<file path="config.mk">
export PLATFORM = sky130hd
export DESIGN_NAME = usb_crc_engine
export DESIGN_NICKNAME = d
export VERILOG_FILES = /design/src/rtl/usb_crc_pkg.sv /design/src/rtl/usb_crc_step.sv /design/src/rtl/usb_crc_engine.sv
export SDC_FILE = /design/constraint.sdc
export NUM_CORES = 1
export LEC_CHECK = 0
export ABC_AREA = 0
export BUFFER_PORTS_ARGS = -buffer_cell sky130_fd_sc_hd__buf_2
export CORE_MARGIN = 2
export CORE_UTILIZATION = 52
export CTS_BUF_LIST = sky130_fd_sc_hd__clkbuf_4 sky130_fd_sc_hd__clkbuf_8 sky130_fd_sc_hd__clkbuf_16
export DETAILED_ROUTE_END_ITERATION = 6
export GPL_TIMING_DRIVEN = 0
export PLACE_DENSITY = 0.81
export SYNTH_ARGS = -nofsm -noshare
export SYNTH_HDL_FRONTEND = slang
export SYNTH_SLANG_ARGS = --single-unit
export TNS_END_PERCENT = 1
</file>
<file path="constraint.sdc">
create_clock -name clk -period 2.4 [get_ports clk]
set_input_delay 0.24 -clock clk [delete_from_list [all_inputs] [get_ports clk]]
set_output_delay 0.24 -clock clk [all_outputs]
set_load 0.01 [all_outputs]
</file>
<file path="src/rtl/usb_crc_pkg.sv">
// Shared types and USB CRC constants for the serial CRC engine.
package usb_crc_pkg;

  typedef enum logic {
    ACCUM = 1'b0,
    GEN   = 1'b1
  } crc_state_t;

  localparam logic [4:0]  CRC5_POLY      = 5'h05;
  localparam logic [4:0]  CRC5_RESIDUAL  = 5'h0C;
  localparam logic [15:0] CRC16_POLY     = 16'h8005;
  localparam logic [15:0] CRC16_RESIDUAL = 16'h800D;

endpackage

</file>
<file path="src/rtl/usb_crc_step.sv">
// One-bit combinational CRC absorb: shift left, fold in POLY when the feedback bit is set.
module usb_crc_step
  import usb_crc_pkg::*;
#(
  parameter int unsigned      WIDTH = 16,
  parameter logic [WIDTH-1:0] POLY  = WIDTH'(CRC16_POLY)
) (
  input  logic [WIDTH-1:0] q,
  input  logic             bit_in,
  output logic [WIDTH-1:0] q_next
);

  logic fb;

  assign fb     = bit_in ^ q[WIDTH-1];
  assign q_next = {q[WIDTH-2:0], 1'b0} ^ (fb ? POLY : '0);

endmodule

</file>
<file path="src/rtl/usb_crc_engine.sv">
// Serial USB CRC engine: accumulates/checks a bit stream and shifts out the inverted CRC.
// Optional saturating error counter on port err_count when USB_CRC_ERR_CNT_EN is defined.
module usb_crc_engine
  import usb_crc_pkg::*;
#(
  parameter int unsigned      WIDTH    = 16,
  parameter logic [WIDTH-1:0] POLY     = WIDTH'(CRC16_POLY),
  parameter logic [WIDTH-1:0] RESIDUAL = WIDTH'(CRC16_RESIDUAL)
) (
  input  logic             clk,
  input  logic             rst,
  input  logic             clear,
  input  logic             bit_valid,
  input  logic             bit_in,
  input  logic             gen_start,
  input  logic             tx_ready,
  input  logic             check,
  output logic             tx_valid,
  output logic             tx_bit,
  output logic             tx_done,
  output logic             busy,
  output logic             crc_ok,
  output logic             crc_err,
  output logic [WIDTH-1:0] crc_value
`ifdef USB_CRC_ERR_CNT_EN
  ,
  output logic [7:0]       err_count
`endif
);

  localparam int unsigned      CNT_W    = $clog2(WIDTH);
  localparam logic [WIDTH-1:0] ONES     = '1;
  localparam logic [CNT_W-1:0] CNT_LAST = CNT_W'(WIDTH - 1);

  crc_state_t       state, state_nxt;
  logic [WIDTH-1:0] q, q_nxt, q_abs;
  logic [CNT_W-1:0] cnt, cnt_nxt;
  logic             tx_done_nxt;
  logic             crc_err_nxt;

  usb_crc_step #(
    .WIDTH (WIDTH),
    .POLY  (POLY)
  ) u_step (
    .q      (q),
    .bit_in (bit_in),
    .q_next (q_abs)
  );

  assign crc_value = q;
  assign busy      = (state == GEN);
  assign tx_valid  = (state == GEN);
  assign tx_bit    = tx_valid & ~q[WIDTH-1];
  assign crc_ok    = (state == ACCUM) && (q == RESIDUAL);

  always_ff @(posedge clk) begin
    if (rst) begin
      state   <= ACCUM;
      q       <= ONES;
      cnt     <= '0;
      tx_done <= 1'b0;
      crc_err <= 1'b0;
    end else begin
      state   <= state_nxt;
      q       <= q_nxt;
      cnt     <= cnt_nxt;
      tx_done <= tx_done_nxt;
      crc_err <= crc_err_nxt;
    end
  end

  // clear overrides everything below it, including an in-flight generation
  always_comb begin
    state_nxt   = state;
    q_nxt       = q;
    cnt_nxt     = cnt;
    tx_done_nxt = 1'b0;
    crc_err_nxt = check & ~crc_ok;
    if (clear) begin
      state_nxt = ACCUM;
      q_nxt     = ONES;
    end else begin
      case (state)
        ACCUM: begin
          if (bit_valid) q_nxt = q_abs;
          if (gen_start) begin
            state_nxt = GEN;
            cnt_nxt   = CNT_LAST;
          end
        end
        GEN: begin
          if (tx_ready) begin
            q_nxt   = {q[WIDTH-2:0], 1'b1};
            cnt_nxt = cnt - CNT_W'(1);
            if (cnt == '0) begin
              q_nxt       = ONES;
              state_nxt   = ACCUM;
              tx_done_nxt = 1'b1;
            end
          end
        end
        default: state_nxt = ACCUM;
      endcase
    end
  end

`ifdef USB_CRC_ERR_CNT_EN
  // Saturating count of failed checks; survives clear
  always_ff @(posedge clk) begin
    if (rst) begin
      err_count <= 8'd0;
    end else if (crc_err && (err_count != 8'hFF)) begin
      err_count <= err_count + 8'd1;
    end
  end
`endif

endmodule

</file>
==> results of run 1 <==
==> cells in the mapped netlist <==
master | instances | area share
nor4_1 | 1 | 0.0066
o21a_1 | 1 | 0.0079
nor2_2 | 1 | 0.0066
nor3b_1 | 4 | 0.032
xor2_1 | 2 | 0.019
nor2b_1 | 2 | 0.013
nor2_1 | 10 | 0.040
or2_2 | 2 | 0.013
a311oi_1 | 1 | 0.0093
nand2b_1 | 4 | 0.026
or4_4 | 1 | 0.012
xnor2_1 | 2 | 0.019
nand2_2 | 1 | 0.0066
inv_1 | 2 | 0.0079
a31o_2 | 1 | 0.0093
dfxtp_1 | 23 | 0.49
o21ai_0 | 1 | 0.0053
a211oi_1 | 2 | 0.016
ha_1 | 1 | 0.013
nor3_1 | 3 | 0.016
nand4_1 | 1 | 0.0066
o32a_1 | 2 | 0.021
a21oi_1 | 3 | 0.016
clkbuf_1 | 1 | 0.0040
buf_4 | 1 | 0.0079
o22ai_1 | 13 | 0.086
nand2_1 | 17 | 0.067
o21ai_1 | 1 | 0.0053
nand3_1 | 1 | 0.0053
buf_2 | 3 | 0.016
==> area by class of cell <==
| class | instances | area, µm² | share of cell area |
|---|---|---|---|
| flip-flops and latches | 23 | 460 | 0.400 |
| multi-input cells | 78 | 452 | 0.392 |
| repair buffers | 29 | 145 | 0.126 |
| well taps | 25 | 31.3 | 0.0271 |
| clock buffers | 4 | 30.0 | 0.0261 |
| plain buffers | 5 | 26.3 | 0.0228 |
| inverters | 2 | 7.51 | 0.00651 |
==> worst max-delay path by stage <==
| stage | from | end | depth (start not counted) |
|---|---|---|---|
| floorplan | cnt[0] | crc_value[3] | 7 |
| global route | cnt[0] | crc_value[10] | 7 |
| global placement | cnt[0] | crc_value[12] | 7 |
| CTS | cnt[0] | crc_value[10] | 7 |
| detailed placement | cnt[0] | crc_value[10] | 7 |
| finish | cnt[0] | crc_value[10] | 7 |
==> through the flow <==
stage | hold slack, ns | setup WS [ns] | power, µW | utilization
floorplan | 0.309 | 0.969 | 468 | -
global placement | 0.498 | 0.789 | 493 | 0.650
detailed placement | 0.508 | 0.723 | 497 | 0.650
CTS | 0.165 | 0.682 | 682 | 0.667
global route | 0.158 | 0.535 | 711 | 0.667
finish | 0.167 | 0.685 | 680 | 0.667
==> state kept, by name (all words and copies together) (netlist names) <==
name,flops
busy,1
tx_done,1
crc_err,1
cnt,4
crc_value,16
==> power by group <==
part | internal (µW) | switching (µW) | leakage, µW
registers | 391 | 8.55 | 0.000188
clock network | 76.4 | 115 | 0.0000184
logic | 38.5 | 50.0 | 0.000225
==> metal layers <==
metal / vias to the layer above / GRT usage / share of wire / routed length (µm)
met5: - / 0 / 0 / 0
met4: 0 / 0.139 / 0.028 / 58
met3: 7 / 0.0353 / 0.045 / 94
met2: 32 / 0.344 / 0.52 / 1090
met1: 410 / 0.250 / 0.41 / 858
li1: 449 / - / - / -
==> cell families (layout without fill, tap and decap cells) <==
logic type	count (synthesis)	count (layout)
and+or+nand+nor	48	48
adders and majority gates	1	1
DFF	23	23
AOI/OAI and AO/OA	25	25
buffers and inverters	7	40
xor gates and xnor gates	4	4
==> results.yml, run 1 <==
worst_setup_path:
  crit_fanout: 10
  rr_startpoint: "cnt[0]"
  worstSetupPathType: "reg2reg"
  cp_cell_sequence: "inv_1, ha_1, nor3b_1, o21a_1, buf_2, o22ai_1, nand2_1"
  cp_slowest_cell: "dfxtp_1"
  arrival_ns: 1.98
  cp.required_ns: 2.66
  critPathTopFamily: "simple AND/OR/NAND/NOR gates"
  r2r_cells: 7
  start_kind: "flop"
  rr_endpoint: "crc_value[10]"
  path_buf_inv: 2
  slowest_delay_ns: 0.36
  cp-end-kind: "flop"
  r2r_slack_ns: 0.69
run_status:
  outcome: "finished clean"
routing:
  vias: 898
  ant_nets: 0
  drt-total-wl_mm: 2.10
  drt-wirelength-per-cell_um: 12.6
  vias_per_cell: 5.41
  first_pass_iters: 4
  drt-initial-drc-count: 16
  drc: 0
grt:
  grt_max_degree: 13
  grt_pass1_vias: 746
  grtUsageTotal: 0.210
  overflow: 0
  grt_first_pass_wirelength_mm: 3.17
  grt_antenna_before_repair: 0
timing:
  slew_headroom: 0.730
  setup_tns_ns: 0
  finalCritPeriodShare: 0.714
  finalSetupViolCount: 0
  min_period_ns: 1.71
  max_slew.worst_pin.slew_ns: 0.404
  hold_violations: 0
  final_max_slew_viol_count: 0
  rsz0062_at_grt: "no"
  finClkSkew_ns: 0.00575
  max_freq_mhz: 583
power:
  vdd_drop_max_mv: 0.484
  leakage_uw: 0.000431
  powerDensity_mw_per_mm2: 590
cells_and_area:
  area_delta_synth_final_pct: 21.8
  final_cell_mix: "buf_2 (32), dfxtp_1 (23), nand2_1 (17)"
  fin_nets: 151
  fillers: 176
  antenna_cells: 0
  drive_gt1_frac: 0.305
  finalNonFillerCells: 166
  stdcell_area_mm2: 0.00115
  layout_commonest_cell: "buf_2"
yosys:
  synth-simple-area-share: 0.251
  synth_top_family_by_area: "simple AND/OR/NAND/NOR gates"
  muxShareOfSynthArea: 0
  synth.distinct_cells: 30
  netlist_area_um2: 946
  ys_seq_area_frac: 0.487
  synth_cells: 108
  synth-xor-area-share: 0.0370
  ys_ff_latch: 23
  synth_nets: 117
  synth-compound-area-share: 0.176
  yosys_warnings: 0
  yosys.area_share.adder: 0.0132
  syn_avg_cell_area_um2: 8.76
floorplan:
  start_util: 0.548
  rows: 15
  die_area_mm2: 0.00218
  coreArea_mm2: 0.00173
  ios: 30
  die_y_um: 46.7
  die_w_um: 46.7
place:
  gp_congestion: 0.810
  placedInstanceArea_mm2: 0.00112
  dpl.cell_count: 162
  dp.final_hpwl_mm: 1.56
  port_buffers: 29
clock_network:
  cts_hold_buf: 0
  cts_tree: "yes"
  clock-root-buffer: "clkbuf_4"
  clk_latency_ns: 0.32
  path_clk_slew_ns: 0.12
  cts_resized: 0
  cts_htree_levels: 1
  cts_buffers: 3
  cts_setup_buffers: 0
  cts_num_sinks: 23
  max-clock-path-buffers: 2
min_path:
  worstHoldPathType: "in2reg"
  min_from: "rst"
  worstHoldPathCells: 2
  min_to: "cnt[2]"
job:
  maxCapViolCount: 0
(Power assumes the default switching activity.)
==> run 2, diff against run 1 <==
--- a/config.mk
+++ b/config.mk
@@ -8,11 +8,11 @@
 export ABC_AREA = 0
 export BUFFER_PORTS_ARGS = -buffer_cell sky130_fd_sc_hd__buf_2
 export CORE_MARGIN = 2
-export CORE_UTILIZATION = 52
+export CORE_UTILIZATION = 48
 export CTS_BUF_LIST = sky130_fd_sc_hd__clkbuf_4 sky130_fd_sc_hd__clkbuf_8 sky130_fd_sc_hd__clkbuf_16
 export DETAILED_ROUTE_END_ITERATION = 6
 export GPL_TIMING_DRIVEN = 0
-export PLACE_DENSITY = 0.81
+export PLACE_DENSITY = 0.76
 export SYNTH_ARGS = -nofsm -noshare
 export SYNTH_HDL_FRONTEND = slang
 export SYNTH_SLANG_ARGS = --single-unit
==> constraint.sdc (replaced) <==
create_clock -name clk -period 1.7 [get_ports clk]
set_input_delay 0.17 -clock clk [delete_from_list [all_inputs] [get_ports clk]]
set_output_delay 0.17 -clock clk [all_outputs]
set_load 0.01 [all_outputs]
==> run 2 against run 1 <==
Combinational power is 47% higher. Non-clock buffer count stayed put. Critical endpoint is now crc_ok. Highest routed layer unchanged. Clock power is 34% higher. Largest cell class is now multi-input gates.
==> results.yml, run 2 (same netlist as run 1, synthesis figures left out) <==
power:
  p_int_uw: 719
  leakage_uw: 0.000436
  finalPower_uw: 954
  p_comb_frac: 0.136
  pwr-share-seq: 0.594
  powerDensity_mw_per_mm2: 804
  swShare: 0.246
  p_switching_uw: 234
  vdd_drop_max_mv: 0.550
  power_frac_clock: 0.270
timing:
  min_period_ns: 1.55
  max_slew.worst_pin.slew_ns: 0.396
  final_max_slew_viol_count: 0
  hold_violations: 0
  setup_tns_ns: 0
  max_freq_mhz: 645
  slew_headroom: 0.735
  rsz0062_at_grt: "no"
  finalSetupViolCount: 0
  finClkSkew_ns: 0.00259
  finalCritPeriodShare: 0.912
place:
  port_buffers: 29
  dp.final_hpwl_mm: 1.53
  gp_congestion: 0.831
grt:
  grt_first_pass_wirelength_mm: 3.54
  use_met2: 0.308
  grtUsageTotal: 0.188
  overflow: 0
  grt_antenna_before_repair: 0
  grt_max_degree: 13
  use_met3: 0.0401
  grt_busiest_layer: "met2"
  met1_usage: 0.253
  grt_pass1_vias: 773
worst_setup_path:
  crit_fanout: 10
  cp_common_cell: "buf_2"
  slowest_delay_ns: 0.34
  arrival_ns: 1.38
  rr_startpoint: "cnt[0]"
  cp_cell_sequence: "buf_2, nor2_1, nand3_1, nor3_2, buf_2"
  r2r_cells: 7
  cp_slowest_cell: "dfxtp_1"
  r2r_slack_ns: 0.16
  cp-end-kind: "output pin"
  critPathTopFamily: "simple AND/OR/NAND/NOR gates"
  cp.required_ns: 1.53
  path_buf_inv: 2
  rr_endpoint: "crc_value[8]"
  start_kind: "flop"
  worstSetupPathType: "reg2out"
floorplan:
  coreArea_mm2: 0.00190
  die_w_um: 48.4
  start_util: 0.497
  ios: 30
  die_area_mm2: 0.00234
  die_y_um: 48.4
  rows: 16
routing:
  ant_nets: 0
  vias: 905
  drt-total-wl_mm: 2.02
  vias_per_cell: 5.39
  first_pass_iters: 4
  drc: 0
  drt-wirelength-per-cell_um: 12.0
  drt-initial-drc-count: 14
job:
  maxCapViolCount: 0
clock_network:
  cts_tree: "yes"
  cts_num_sinks: 23
  max-clock-path-buffers: 2
  path_clk_slew_ns: 0.12
  clk_latency_ns: 0.30
  cts_htree_levels: 1
  cts_setup_buffers: 0
  clock-root-buffer: "clkbuf_4"
  cts_buffers: 3
cells_and_area:
  final_util: 0.624
  final_cell_mix: "buf_2 (31), dfxtp_1 (22), nand2_1 (16)"
  fin_nets: 151
  area_delta_synth_final_pct: 25.4
  drive_gt1_frac: 0.340
  antenna_cells: 0
  layout_commonest_cell: "buf_2"
  largest_register_ffs: 16
min_path:
  worstHoldPathType: "in2reg"
  worstHoldPathCells: 2
  min_from: "rst"
  min_to: "cnt[3]"
run_status:
  outcome: "finished clean"
==> run 2: cell counts in the layout (fill, tap and decap cells not counted) <==
No cell type changed its count.
==> run 2: area by class of cell <==
| type | instances | area [µm²] |
|---|---|---|
| repair buffers | 29 | 145 |
| fillers | 175 | 716 |
| clock buffers | 4 | 30.0 |
| multi-input cells | 78 | 477 |
| flip-flops and latches | 23 | 464 |
| plain buffers | 5 | 28.8 |
| inverters | 2 | 7.51 |
| well taps | 27 | 33.8 |
==> run 2: metrics by stage <==
stage | worst slack, ns | cell area [µm²] | hold WS (ns) | std cells
final | 0.149 | 1190 | 0.113 | 168
after global routing | 0.00814 | 1190 | 0.0996 | 168
after CTS | 0.00857 | 1150 | 0.106 | 168
after detailed placement | 0.0296 | 1120 | 0.435 | 164
after global placement | 0.102 | 1120 | 0.431 | 164
after floorplan | 0.269 | 946 | 0.239 | 108
==> run 2: worst max path at each step <==
stage | cells after the start | slack (ns) | to | from
5_1_grt | 7 | 0.008 | crc_value[8] | cnt[0]
6_report | 5 | 0.15 | crc_ok | busy
4_1_cts | 7 | 0.009 | crc_value[4] | cnt[0]
3_3_place_gp | 7 | 0.10 | crc_value[12] | cnt[0]
2_1_floorplan | 7 | 0.27 | crc_value[3] | cnt[0]
3_5_place_dp | 7 | 0.03 | crc_value[4] | cnt[0]
==> run 2: power groups by stage <==
stage	combinational, µW	sequential [µW]	clock [µW]
after detailed placement	123	577	0
final	130	566	258
after global routing	146	569	294
after global placement	119	576	0
after floorplan	83.7	577	0
after CTS	124	564	263
==> run 2: per-layer routing <==
metal	share of wire	wire length [µm]
met3	0.052	106
met2	0.48	969
met5	0	0
met4	0.0079	16
met1	0.46	931
==> run 2: what timing repair did <==
item                                    CTS  global route
hold buffers                              0             0
endpoints found under the setup margin    0            13
resized for setup                         0             9
